`src/rtl/pattern_scan_pkg.sv`:
```
`default_nettype none
// ============================================================================
//  Module      : pattern_scan_pkg
//  Description : Shared types for the "101" pattern scan controller and its
//                embedded serial Moore detector.
//                  - ctrl_state_t : controller states IDLE/SHIFT/FLUSH/DONE
//                  - det_state_t  : detector states S0..S3 (fixed encodings)
//                  - det_next()   : detector next-state function
//  Revision    : 1.0 - initial release
// ============================================================================
package pattern_scan_pkg;

  typedef enum logic [1:0] {
    IDLE  = 2'd0,
    SHIFT = 2'd1,
    FLUSH = 2'd2,
    DONE  = 2'd3
  } ctrl_state_t;

  // S1: seen "1", S2: seen "10", S3: seen "101" (match, overlapping)
  typedef enum logic [1:0] {
    S0 = 2'b00,
    S1 = 2'b01,
    S2 = 2'b10,
    S3 = 2'b11
  } det_state_t;

  function automatic det_state_t det_next(input det_state_t cur, input logic x);
    det_state_t nxt;
    nxt = S0;
    case (cur)
      S0:      nxt = x ? S1 : S0;
      S1:      nxt = x ? S1 : S2;
      S2:      nxt = x ? S3 : S0;
      S3:      nxt = x ? S1 : S2;
      default: nxt = S0;
    endcase
    return nxt;
  endfunction

endpackage
`default_nettype wire

```
`src/rtl/pattern101_fsm.sv`:
```
`default_nettype none
// ============================================================================
//  Module      : pattern101_fsm
//  Description : Serial Moore detector for overlapping "101" sequences.
//                Ports:
//                  clk, rst_n : clock / asynchronous active-low reset
//                  en         : advance on this edge using X
//                  clr        : force S0 (takes priority over en)
//                  X          : serial input bit
//                  Y          : high while the detector is in S3
//  Revision    : 1.0 - initial release
// ============================================================================
module pattern101_fsm
  import pattern_scan_pkg::*;
(
  input  logic clk,
  input  logic rst_n,
  input  logic en,
  input  logic clr,
  input  logic X,
  output logic Y
);

  det_state_t state;

  always_ff @(posedge clk or negedge rst_n) begin
    if (!rst_n) begin
      state <= S0;
    end else if (clr) begin
      state <= S0;
    end else if (en) begin
      state <= det_next(state, X);
    end
  end

  assign Y = (state == S3);

endmodule
`default_nettype wire

```
`src/rtl/pattern_scan_ctrl.sv`:
```
`default_nettype none
// ============================================================================
//  Module      : pattern_scan_ctrl
//  Description : Accepts a WIDTH-bit word over a start/ready handshake, shifts
//                it MSB-first into a "101" detector and counts overlapping
//                matches, reporting the total with a one-cycle done pulse.
//                Ports:
//                  clk, rst_n : clock / asynchronous active-low reset
//                  start      : scan request, sampled only while ready=1
//                  data_in    : word captured on the accepting edge
//                  ready      : controller idle
//                  busy       : SHIFT or FLUSH in progress
//                  bit_out    : bit presented to the detector (0 outside SHIFT)
//                  hit        : one-cycle pulse per counted match
//                  done       : one-cycle pulse, hit_count valid from here on
//                  hit_count  : saturating match count of the last word
//                Build option: PATTERN_SCAN_CHAIN_EN keeps detector history
//                across words so matches straddling two words are counted.
//  Revision    : 1.0 - initial release
// ============================================================================
module pattern_scan_ctrl
  import pattern_scan_pkg::*;
#(
  parameter int WIDTH = 8,
  parameter int CNT_W = 4
) (
  input  logic             clk,
  input  logic             rst_n,
  input  logic             start,
  input  logic [WIDTH-1:0] data_in,
  output logic             ready,
  output logic             busy,
  output logic             bit_out,
  output logic             hit,
  output logic             done,
  output logic [CNT_W-1:0] hit_count
);

  localparam int               IDX_W    = (WIDTH > 1) ? $clog2(WIDTH) : 1;
  localparam logic [IDX_W-1:0] LAST_IDX = IDX_W'(WIDTH - 1);

  ctrl_state_t      state;
  logic [WIDTH-1:0] shreg;
  logic [IDX_W-1:0] idx;
  logic             accept;
  logic             det_en;
  logic             det_clr;
  logic             det_y;

  assign accept = ready && start;
  assign det_en = (state == SHIFT);

`ifdef PATTERN_SCAN_CHAIN_EN
  assign det_clr = 1'b0;
`else
  assign det_clr = accept;
`endif

  // Y at SHIFT index 0 still reflects the previous word, so it is masked.
  // In FLUSH the detector is held and Y reflects the final bit.
  assign hit     = det_y && (((state == SHIFT) && (idx != '0)) || (state == FLUSH));
  assign bit_out = (state == SHIFT) && shreg[WIDTH-1];

  pattern101_fsm u_det (
    .clk   (clk),
    .rst_n (rst_n),
    .en    (det_en),
    .clr   (det_clr),
    .X     (bit_out),
    .Y     (det_y)
  );

  always_ff @(posedge clk or negedge rst_n) begin
    if (!rst_n) begin
      state     <= IDLE;
      shreg     <= '0;
      idx       <= '0;
      hit_count <= '0;
      ready     <= 1'b1;
      busy      <= 1'b0;
      done      <= 1'b0;
    end else begin
      done <= 1'b0;
      if (hit && (hit_count != '1)) begin
        hit_count <= hit_count + CNT_W'(1);
      end
      case (state)
        IDLE: begin
          if (start) begin
            state     <= SHIFT;
            shreg     <= data_in;
            idx       <= '0;
            hit_count <= '0;
            ready     <= 1'b0;
            busy      <= 1'b1;
          end
        end
        SHIFT: begin
          shreg <= {shreg[WIDTH-2:0], 1'b0};
          idx   <= idx + IDX_W'(1);
          if (idx == LAST_IDX) begin
            state <= FLUSH;
          end
        end
        FLUSH: begin
          state <= DONE;
          busy  <= 1'b0;
          done  <= 1'b1;
        end
        DONE: begin
          state <= IDLE;
          ready <= 1'b1;
        end
        default: begin
          state <= IDLE;
          ready <= 1'b1;
          busy  <= 1'b0;
        end
      endcase
    end
  end

endmodule
`default_nettype wire

```
`config.mk`:
```
export PLATFORM = sky130hd
export DESIGN_NAME = pattern_scan_ctrl
export DESIGN_NICKNAME = d
export VERILOG_FILES = /design/src/rtl/pattern_scan_pkg.sv /design/src/rtl/pattern101_fsm.sv /design/src/rtl/pattern_scan_ctrl.sv
export SDC_FILE = /design/constraint.sdc
export NUM_CORES = 1
export LEC_CHECK = 0
export CAP_MARGIN = 20
export CORE_MARGIN = 1
export CORE_UTILIZATION = 51
export DETAILED_ROUTE_END_ITERATION = 12
export PLACE_DENSITY_LB_ADDON = 0.08
export SLEW_MARGIN = 5
export SYNTH_ARGS = -nofsm -noshare
export SYNTH_HDL_FRONTEND = slang
export SYNTH_SLANG_ARGS = --single-unit
```
`constraint.sdc`:
```
create_clock -name clk -period 2.1 [get_ports clk]
set_clock_uncertainty 0.15 [all_clocks]
set_input_delay 0.315 -clock clk [delete_from_list [all_inputs] [get_ports clk]]
set_output_delay 0.315 -clock clk [all_outputs]
set_load 0.02 [all_outputs]
```
==> results.md, run 1 <==
* Post-Place Cell Area at ~1400 um2
* Crit-path max cell delay at roughly 600 ps
* Syn_area_per_cell at roughly 10 um2
* Compound-gate portion of the synthesized area at between 20% and 30%
* Die width at 48.9 um
* Max IR drop VDD at 0.779 mV
* Antenna viol nets, final at 0
* Worst-Margin Slew at roughly 410 ps
* Synth Area in XOR/XNOR at less than 1%
* Routability cong. at about 0.85
* Pin count of the biggest net entering global routing at 15
* Tcrit/Tclk final at 92.7%
* Synth top cells by count: 21 x dfrtp_1, 14 x a21oi_1, 14 x o22ai_1
* Slew HR at roughly 73%
* Final hold viol count at 0
* Worst hold-check path type: primary input to async pin
* Synth Cell Area at between 1000 and 1500 um2
* Status: finished clean
* Core ar. at just over 2000 um2
* First-pass GRT wire length at between 3000 and 4000 um
* WP buf/inv at 1
* H-Tree Level Count at 1
* Detailed Place HPWL at roughly 1700 um
* Routed vias at 950
* Comb power frac at 52.8%
* CTS Buffer Depth at 2
* Sequential power share at 37.0%
* Sequential-to-total area share from yosys stat at around 50%
* Distinct cells, synth at 25
* GR Overflow Total at 0
* N_diodes at 0
* Vias per inst at 5.59
* Sequential cell area at around 550 um2
* Net Sw Power at around 0.81 mW
* Number of synthesized flops with an enable pin at 0
* WS Path Type: register to primary output
* Mux share of post-synthesis cell area at 2.68%
* Height of the die at 48.9 um
* Main flop type after synthesis: dfrtp_1
* IO Pins at 20
* Total Nets Final at about 160
* CP required at 1630 ps
* Mapped Nets at 132
* Count of endpoints failing setup in the final report at 0
* Startpoint types: register
* Post-Synth Simple-Gate Area at about a tenth
* Total Power at 1.97 mW
* Power Internal at around 1.2 mW
* Drc violations at 0
* TritonCTS buffer count at 3
* Critical path cell sequence: clkdlybuf4s50_1
* Max-cap check violation count at 0
* Adder-Cell Fraction of Synth Area at around a tenth
* Initial antenna violation count at 0
* Largest family of logic cells by synthesized area: compound AO/OA/AOI/OAI gates
* Die Area at 2390 um2
* CTS tree: built
* Port bufs at 19
* DRT iter0 DRCs at 15
* Asr flop ratio synth at 100%
* Crit path max fanout at 5
* Clock slew at reported path FFs at about 130 ps
* PD cells at about 1400 nW/um2
* Footprint of the multi-input gates at roughly 530 um2
* Reg-to-reg setup timing slack at between 200 and 300 ps
* Aggregate global-route resource usage at between 20% and 30%
* Drt pass-1 iters at 4
* Ys Warns at 0
* Vias in the first global route at roughly 900
* Setup WS pre-CTS at 68.1 ps
* Std-Cell Rows at 16
* Share of cells above drive strength 1 at 18.2%
* Area leader, netlist: dfrtp_1
* CP delay by family, top: buffers and inverters
* Initial Util at 55.4%
* Setup crit end kind: primary output
* Fillers at roughly 150
* Design Area, Final at approximately 1400 um2
* Clk pwr share at between 10% and 20%
* Main area contributors after synthesis: dfrtp_1 47%, ha_1 10%, o22ai_1 7.8%, a21oi_1 6.3%, o21ai_0 4.0%
* Sw Ratio at around two fifths
* Sink Count at 22
* Synth top area share at 46.9%
* Pins over their slew limit at 0
* #FFs+latches synth at 22
* Post-Syn Instances at ~110
* Area grow syn2layout at 29.4%
* P_leak at between 0.6 and 0.7 nW
* Worst path arrival time at roughly 1500 ps
* Count leader, synth: dfrtp_1
* Postcts setup bufs at 0
* DR WL/cell at roughly 13 um
* Final WL at 2260 um
* Slowest CP cell: clkdlybuf4s50_1
* Clock root buffer: clkbuf_4
* Worst skew pair latency at roughly 320 ps
* Max Freq at between 0.5 and 0.6 GHz
* PnR worst setup slack at ~150 ps
* Crit path time final at between 1500 and 2000 ps
* Setup tns final at 0 ps
* RSZ-0062 raised after global routing: no
final timing paths:
check                                     start                      to  depth (start not counted)
setup / recovery              ready$_DFFE_PN1P_                   ready                          1
hold / removal                            rst_n  hit_count[1]$_DFF_PN0_                          1
setup reg to reg           state[1]$_DFFE_PN0P_    shreg[1]$_DFFE_PN0P_                          7
hold reg to reg               ready$_DFFE_PN1P_       ready$_DFFE_PN1P_                          2
max in group asynchronous                 rst_n    shreg[1]$_DFFE_PN0P_                          2
min in group clk              ready$_DFFE_PN1P_       ready$_DFFE_PN1P_                          2
per-stage QoR:
step | hold slack [ps] | instances | util, %
floorplan | -131 | 112 | -
global placement | 362 | 166 | 70.2
detailed placement | 371 | 166 | 70.2
CTS | 130 | 170 | 71.8
global route | 151 | 170 | 71.7
finish | 118 | 170 | 71.7
layer usage:
| layer | vias up | share of wire [%] | wire length, um | GRT usage (%) |
|---|---|---|---|---|
| met5 | - | 0 | 0 | 0 |
| met4 | 0 | 1.2 | 27 | 9.80 |
| met3 | 2 | 4.7 | 107 | 4.05 |
| met2 | 22 | 48 | 1090 | 36.3 |
| met1 | 453 | 46 | 1030 | 27.7 |
| li1 | 473 | - | - | - |
power groups by stage:
stage | registers, mW | clock network, mW | logic, mW
2_1_floorplan | 0.762 | 0 | 0.589
3_3_place_gp | 0.731 | 0 | 0.990
3_5_place_dp | 0.737 | 0 | 1.03
4_1_cts | 0.730 | 0.204 | 1.04
5_1_grt | 0.750 | 0.219 | 1.15
6_report | 0.731 | 0.201 | 1.04
worst register-to-register path, delay by kind of cell, from the launching register on:
kind / cells / cell delay, ps
and+or+nand+nor: 2 / 420
DFF: 1 / 420
adders and majority gates: 1 / 290
AOI/OAI and AO/OA: 2 / 270
buffers and inverters: 2 / 220
layout by cell type, fill, tap and decap left out, drive strengths merged:
cell / instances
dfrtp: 21
clkdlybuf4s50: 17
a21oi: 14
o22ai: 14
buf: 14
o21ai: 9
ha: 9
inv: 8
nand2: 8
clkbuf: 5
nor2: 4
mux2i: 3
nand3: 2
nand2b: 2
a32o: 2
and3: 2
nor3b: 1
o211ai: 1
o41ai: 1
nor3: 1
xnor2: 1
nand4: 1
o21a: 1
o2bb2ai: 1
dfstp: 1
layout make-up:
class,count,share of cell area [%]
clock buffers,4,1.81
inverters,8,2.07
multi-input cells,77,36.5
flip-flops and latches,22,38.1
well taps,27,2.33
repair buffers,32,19.2
cells by family after synthesis:
logic type	after synthesis
AND/OR/NAND/NOR	21
AO/OA/AOI/OAI	43
buffers and inverters	13
flip-flops	22
multiplexers	3
adder cells (fa/ha/maj)	9
XOR/XNOR	1
state kept, by name (all words and copies together), names as in the netlist:
| name | flops |
|---|---|
| busy | 1 |
| u_det.state | 2 |
| shreg | 8 |
| done | 1 |
| ready | 1 |
| idx | 3 |
| hit_count | 4 |
| state | 2 |
what timing repair did:
action,in CTS,in global routing
endpoints found under the setup margin,2,4
gates resized for setup,5,6
hold buffers,0,0
pin swaps,0,1
Note: power is estimated with default switching activity, not from simulation.
==> run 2, diff against run 1 <==
Settings changed: CORE_UTILIZATION 51 to 48, CTS_BUF_LIST set to sky130_fd_sc_hd__clkbuf_4.
Clock period 2.1 ns to 1.7 ns, I/O delays scaled along.
==> results.md, run 2 (synthesis results as in run 1) <==
* Final hold viol count at 0 (unchanged)
* Fillers at 152 (was 154)
* Final core occ at 76.1% (was 71.7%)
* Total Nets Final at 175 (was 164)
* Setup tns final at -325 ps (was 0 ps)
* Slew HR at 80.3% (was 72.5%)
* P_leak at 0.777 nW (was 0.655 nW)
* DR WL/cell at 15.3 um (was 13.3 um)
* WP buf/inv at 2 (was 1)
* CTS tree: built (unchanged)
* RSZ-0062 raised after global routing: yes (was no)
* CP delay by family, top: flip-flops (was buffers and inverters)
* GR Overflow Total at 0 (unchanged)
* Crit path max fanout at 3 (was 5)
* WS Path Type: register to primary output (unchanged)
* Die Area at 2530 um2 (was 2390 um2)
* Worst hold-check path type: primary input to async pin (unchanged)
* Status: finished, violations left (was finished clean)
* Setup WS pre-CTS at -280 ps (was 68.1 ps)
* Met3 Usage GRT at 2.73% (was 4.05%)
* Most frequent cells in the layout: 21 x dfrtp_1, 20 x buf_4, 14 x a21oi_1, 14 x o22ai_1, 11 x clkdlybuf4s50_1 (was 21 x dfrtp_1, 17 x clkdlybuf4s50_1, 14 x a21oi_1, 14 x o22ai_1, 13 x buf_4)
* Count of endpoints failing setup in the final report at 3 (was 0)
* Critical path cell sequence: buf_6, ha_4, o211ai_4, nor2_2, buf_6 (was clkdlybuf4s50_1)
* Slowest CP cell: dfrtp_1 (was clkdlybuf4s50_1)
* Commonest non-fill, non-tap cell in the layout: dfrtp_1 (unchanged)
* Vias in the first global route at 987 (was 895)
* Startpoint types: register (unchanged)
* IO Pins at 20 (unchanged)
* H-Tree Level Count at 1 (unchanged)
* Std-Cell Rows at 17 (was 16)
* Drt pass-1 iters at 4 (unchanged)
* Crit path time final at approximately 1900 ps
* Clock slew at reported path FFs at 140 ps (was 130 ps)
* PnR worst setup slack at -159 ps (was 154 ps)
* Tcrit/Tclk final at 109%
* Max reg flops at 8 (unchanged)
* CP required at 1290 ps (was 1630 ps)
* Die width at 50.3 um (was 48.9 um)
* Met1 Use GR at 31.1% (was 27.7%)
* PD cells at 1820 nW/um2 (was 1360 nW/um2)
* Total Power at 3.05 mW (was 1.97 mW)
* TritonCTS buffer count at 3 (unchanged)
* Pin count of the biggest net entering global routing at 23 (was 15)
* Reg-to-reg setup timing slack at -50 ps (was 270 ps)
* Max IR drop VDD at 1.08 mV (was 0.779 mV)
* Biggest register: shreg (unchanged)
* Worst-Margin Slew at 296 ps (was 411 ps)
* Worst path arrival time at 1450 ps (was 1480 ps)
* Port bufs at 19 (unchanged)
* Sink Count at 22 (unchanged)
* Worst skew pair latency at 320 ps (about the same)
* Initial antenna violation count at 0 (unchanged)
* Crit-path max cell delay at 420 ps (was 600 ps)
* Worst r2r path cells at 7 (unchanged)
* GR Util met2 at 42.7% (was 36.3%)
* Share of cells above drive strength 1 at 32.5% (was 18.2%)
* Height of the die at 50.3 um (was 48.9 um)
* Core ar. at 2210 um2 (was 2020 um2)
* First-pass GRT wire length at 4550 um (was 3970 um)
* N_diodes at 0 (unchanged)
* Grt peak-use layer: met2 (unchanged)
* R2r endpoint: hit_count[3]$_DFF_PN0_ (was shreg[1]$_DFFE_PN0P_)
* CTS Buffer Depth at 2 (unchanged)
* Final WL at 2780 um (was 2260 um)
* Most common cell on crit path: buf_6
* Pins over their slew limit at 0 (unchanged)
* DRT iter0 DRCs at 35 (was 15)
* Setup crit end kind: primary output (unchanged)
* Max Freq at 0.538 GHz
* Max-cap check violation count at 0 (unchanged)
* Largest regs: shreg x8, hit_count x4, idx x3 (unchanged)
* Drc violations at 0 (unchanged)
* Routability cong. at 0.846 (was 0.851)
* Antenna viol nets, final at 0 (unchanged)
* Post-CTS Hold Fix Bufs at 0 (unchanged)
* Clock root buffer: clkbuf_4 (unchanged)
* Failing checks: setup timing
* Design Area, Final at 1680 um2 (was 1450 um2)
* RR Startpoint: state[1]$_DFFE_PN0P_ (unchanged)
* Routed vias at 1046 (was 950)
* Area grow syn2layout at 50.3% (was 29.4%)
* Vias per inst at 5.75 (was 5.59)
* Detailed Place HPWL at 1800 um (was 1710 um)
* Post-Place Cell Area at 1470 um2 (was 1420 um2)
* Aggregate global-route resource usage at 24.2% (was 21.9%)
* Initial Util at 50.6% (was 55.4%)
-- run 2: worst register-to-register path, cell delays in order (launching register included) --
cell and delay [ps]:
dfrtp_1 460, inv_2 110, ha_4 160, o211ai_4 100
buf_4 160, nor3_4 240, nand4_1 150, mux2i_1 140
-- run 2: how the worst max path moves through the flow --
stage | slack, ps | end | cells after the start | startpoint
6_report | -160 | hit | 5 | state[0]$_DFFE_PN0P_
3_3_place_gp | -230 | hit | 5 | state[0]$_DFFE_PN0P_
3_5_place_dp | -280 | hit | 5 | state[0]$_DFFE_PN0P_
4_1_cts | -130 | hit | 5 | state[1]$_DFFE_PN0P_
2_1_floorplan | 30 | bit_out | 5 | state[1]$_DFFE_PN0P_
5_1_grt | -210 | hit | 5 | state[0]$_DFFE_PN0P_
-- run 2: cell type report --
cell class	count	area (um2)	area share [%]
tap	28	35.0	2.08
clock inverter	1	30.0	1.78
sequential	22	552	32.8
clock buffer	3	22.5	1.34
multi-input combinational	77	627	37.2
inverter	8	32.5	1.93
timing repair buffer	43	384	22.8
-- run 2: routing by layer --
metal	vias up	share of wire (%)
met2	26	52
met3	4	3.1
met5	-	0
li1	494	-
met4	0	1.2
met1	522	44
-- run 2: report_power, final --
| group | leakage (nW) | internal, mW | switching (mW) |
|---|---|---|---|
| sequential | 0.267 | 0.743 | 0.175 |
| clock | 0.0279 | 0.238 | 0.174 |
| combinational | 0.482 | 0.848 | 0.875 |
| total | 0.777 | 1.83 | 1.22 |
-- run 2: metrics by stage --
step,std cells,hold slack (ps)
6_report,182,120
5_1_grt,182,149
4_1_cts,180,135
3_5_place_dp,172,381
3_3_place_gp,172,369
2_1_floorplan,112,-191
-- run 2: timing repair --
| action | CTS | global route |
|---|---|---|
| resized for setup | 32 | 15 |
| buffers inserted | 4 | 2 |
| endpoints found under the setup margin | 17 | 18 |
| pin swaps | 6 | 8 |
==> edit: new RTL, config.mk and constraints of run 2 <==
Change the parameter `WIDTH` from 8 to 4.
--- a/src/rtl/pattern_scan_ctrl.sv
+++ b/src/rtl/pattern_scan_ctrl.sv
@@ -21,7 +21,7 @@
 module pattern_scan_ctrl
   import pattern_scan_pkg::*;
 #(
-  parameter int WIDTH = 8,
+  parameter int WIDTH = 4,
   parameter int CNT_W = 4
 ) (
   input  logic             clk,
Interface: changed (resized data_in); port bits go from 20 to 16. No check against the original RTL was run, so the function may have changed too.
==> edit against run 2 <==
The flow still finishes with violations (negative setup slack). Synthesized cell count down 9.8%. Wire length down 17%. Sequential cell count down 5. Non-clock buffer count down 2. Synthesized area down 8.0%. Total power down 20%. Worst setup slack better by 0.11 ns. Final area down 11%.
==> edit: results (changes against run 2) <==
- The flow ran to the end, but the final reports show violations.
- The checks that failed: negative setup slack.
- The met3 usage in global routing is 0.0283 (+0.00103).
- The data arrival time of the critical path is 1.34 ns (-0.11 ns).
- The number of global-route vias before repair came to 917 (-7.1%).
- The largest registers in the layout are hit_count: 4 flops, shreg: 4 flops.
- The cell count after placement is 160 (-7.0%).
- The weighted congestion at the end of routability-driven global placement came to 0.721 (-15%).
- The amount of wire on met3 after detailed routing was 33 um (-62%).
- The fraction of final layout cells with drive strength greater than 1 is 0.359 (+0.0345).
- The global-route track usage on met2 came to 0.432 (+0.00526).
- The multiplexer share of the synthesized area was 0.0790 (+0.0522).
- The count of distinct cell types in the synthesized netlist is 33 (+32%).
- The leakage component of the power is 0.679 nW (-13%).
- The synthesized netlist cell count is 101 (-9.8%).
- By count the netlist is led by sky130_fd_sc_hd__dfrtp_1, sky130_fd_sc_hd__inv_1, sky130_fd_sc_hd__ha_1, sky130_fd_sc_hd__mux2i_1, sky130_fd_sc_hd__o21ai_0.
- The violation count after the first detailed-route iteration was 9 (-74%).
- The detailed-placement wirelength estimate was 1.65 mm (-8.4%).
- The detailed route wirelength on metal2 was 1.29 mm (-11%).
- Sorting the synthesized cells by area gives the leading types as sky130_fd_sc_hd__dfrtp_1, sky130_fd_sc_hd__ha_1, sky130_fd_sc_hd__mux2i_1, sky130_fd_sc_hd__inv_1, sky130_fd_sc_hd__o21ai_0.
- The routed length per instance came to 13.7 um (-11%).
- The final cell count without fillers is 169 (-7.1%).
- The power density over the cells is 1640 nW/um2 (-9.9%).
- The final core utilization came to 0.752 (-0.00885).
- The routed length on met1 is 955 um (-21%).
- The combinational group share of total power was 0.628 (+0.064).
- The placed instance area is 1340 um2 (-8.7%).
- The complex-gate fraction of the synthesized area is 0.208 (-0.0246).
- The worst path setup slack after routing is -0.0443 ns (+0.115 ns).
- The clock transition at the registers of the reported paths is 0.11 ns (-0.03 ns).
- The area share of xor/xnor cells in the synthesized design was 0.00851 (+0.000684).
- The number of setup violations in the final report is 3 (unchanged).
[edit: cell types whose count changed after synthesis, sizes merged, moves of 3 or more]
cell and change:
a21oi -9, a22oi +4, a2bb2oi +3, clkbuf -3, dfrtp -5, mux2i +4
nor2b +5, o22ai -14
[edit: final timing paths]
path	start	endpoint	slack, ns	cells past startpoint
hold / removal	rst_n	idx[1]	0.13	2
max in group asynchronous	rst_n	ready	1.01	2
setup / recovery	state[0]	hit	-0.04	5
min in group clk	ready	ready	0.39	2
hold reg to reg	ready	ready	0.39	2
setup reg to reg	state[0]	state[1]	-0.03	6
[edit: layout make-up]
type / count / area [um2]
multi-input cells: 70 / 617
inverters: 10 / 37.5
clock buffers: 3 / 22.5
fillers: 134 / 492
repair buffers: 41 / 348
flip-flops and latches: 17 / 427
well taps: 27 / 33.8
clock inverters: 1 / 5.00
[edit: repair_timing]
item                                    CTS  global route
hold endpoints to repair                  0             0
endpoints found under the setup margin   16            14
gates resized for setup                  24            17
pin swaps                                 2             5
gates cloned                              0             0
buffers inserted                          3             2
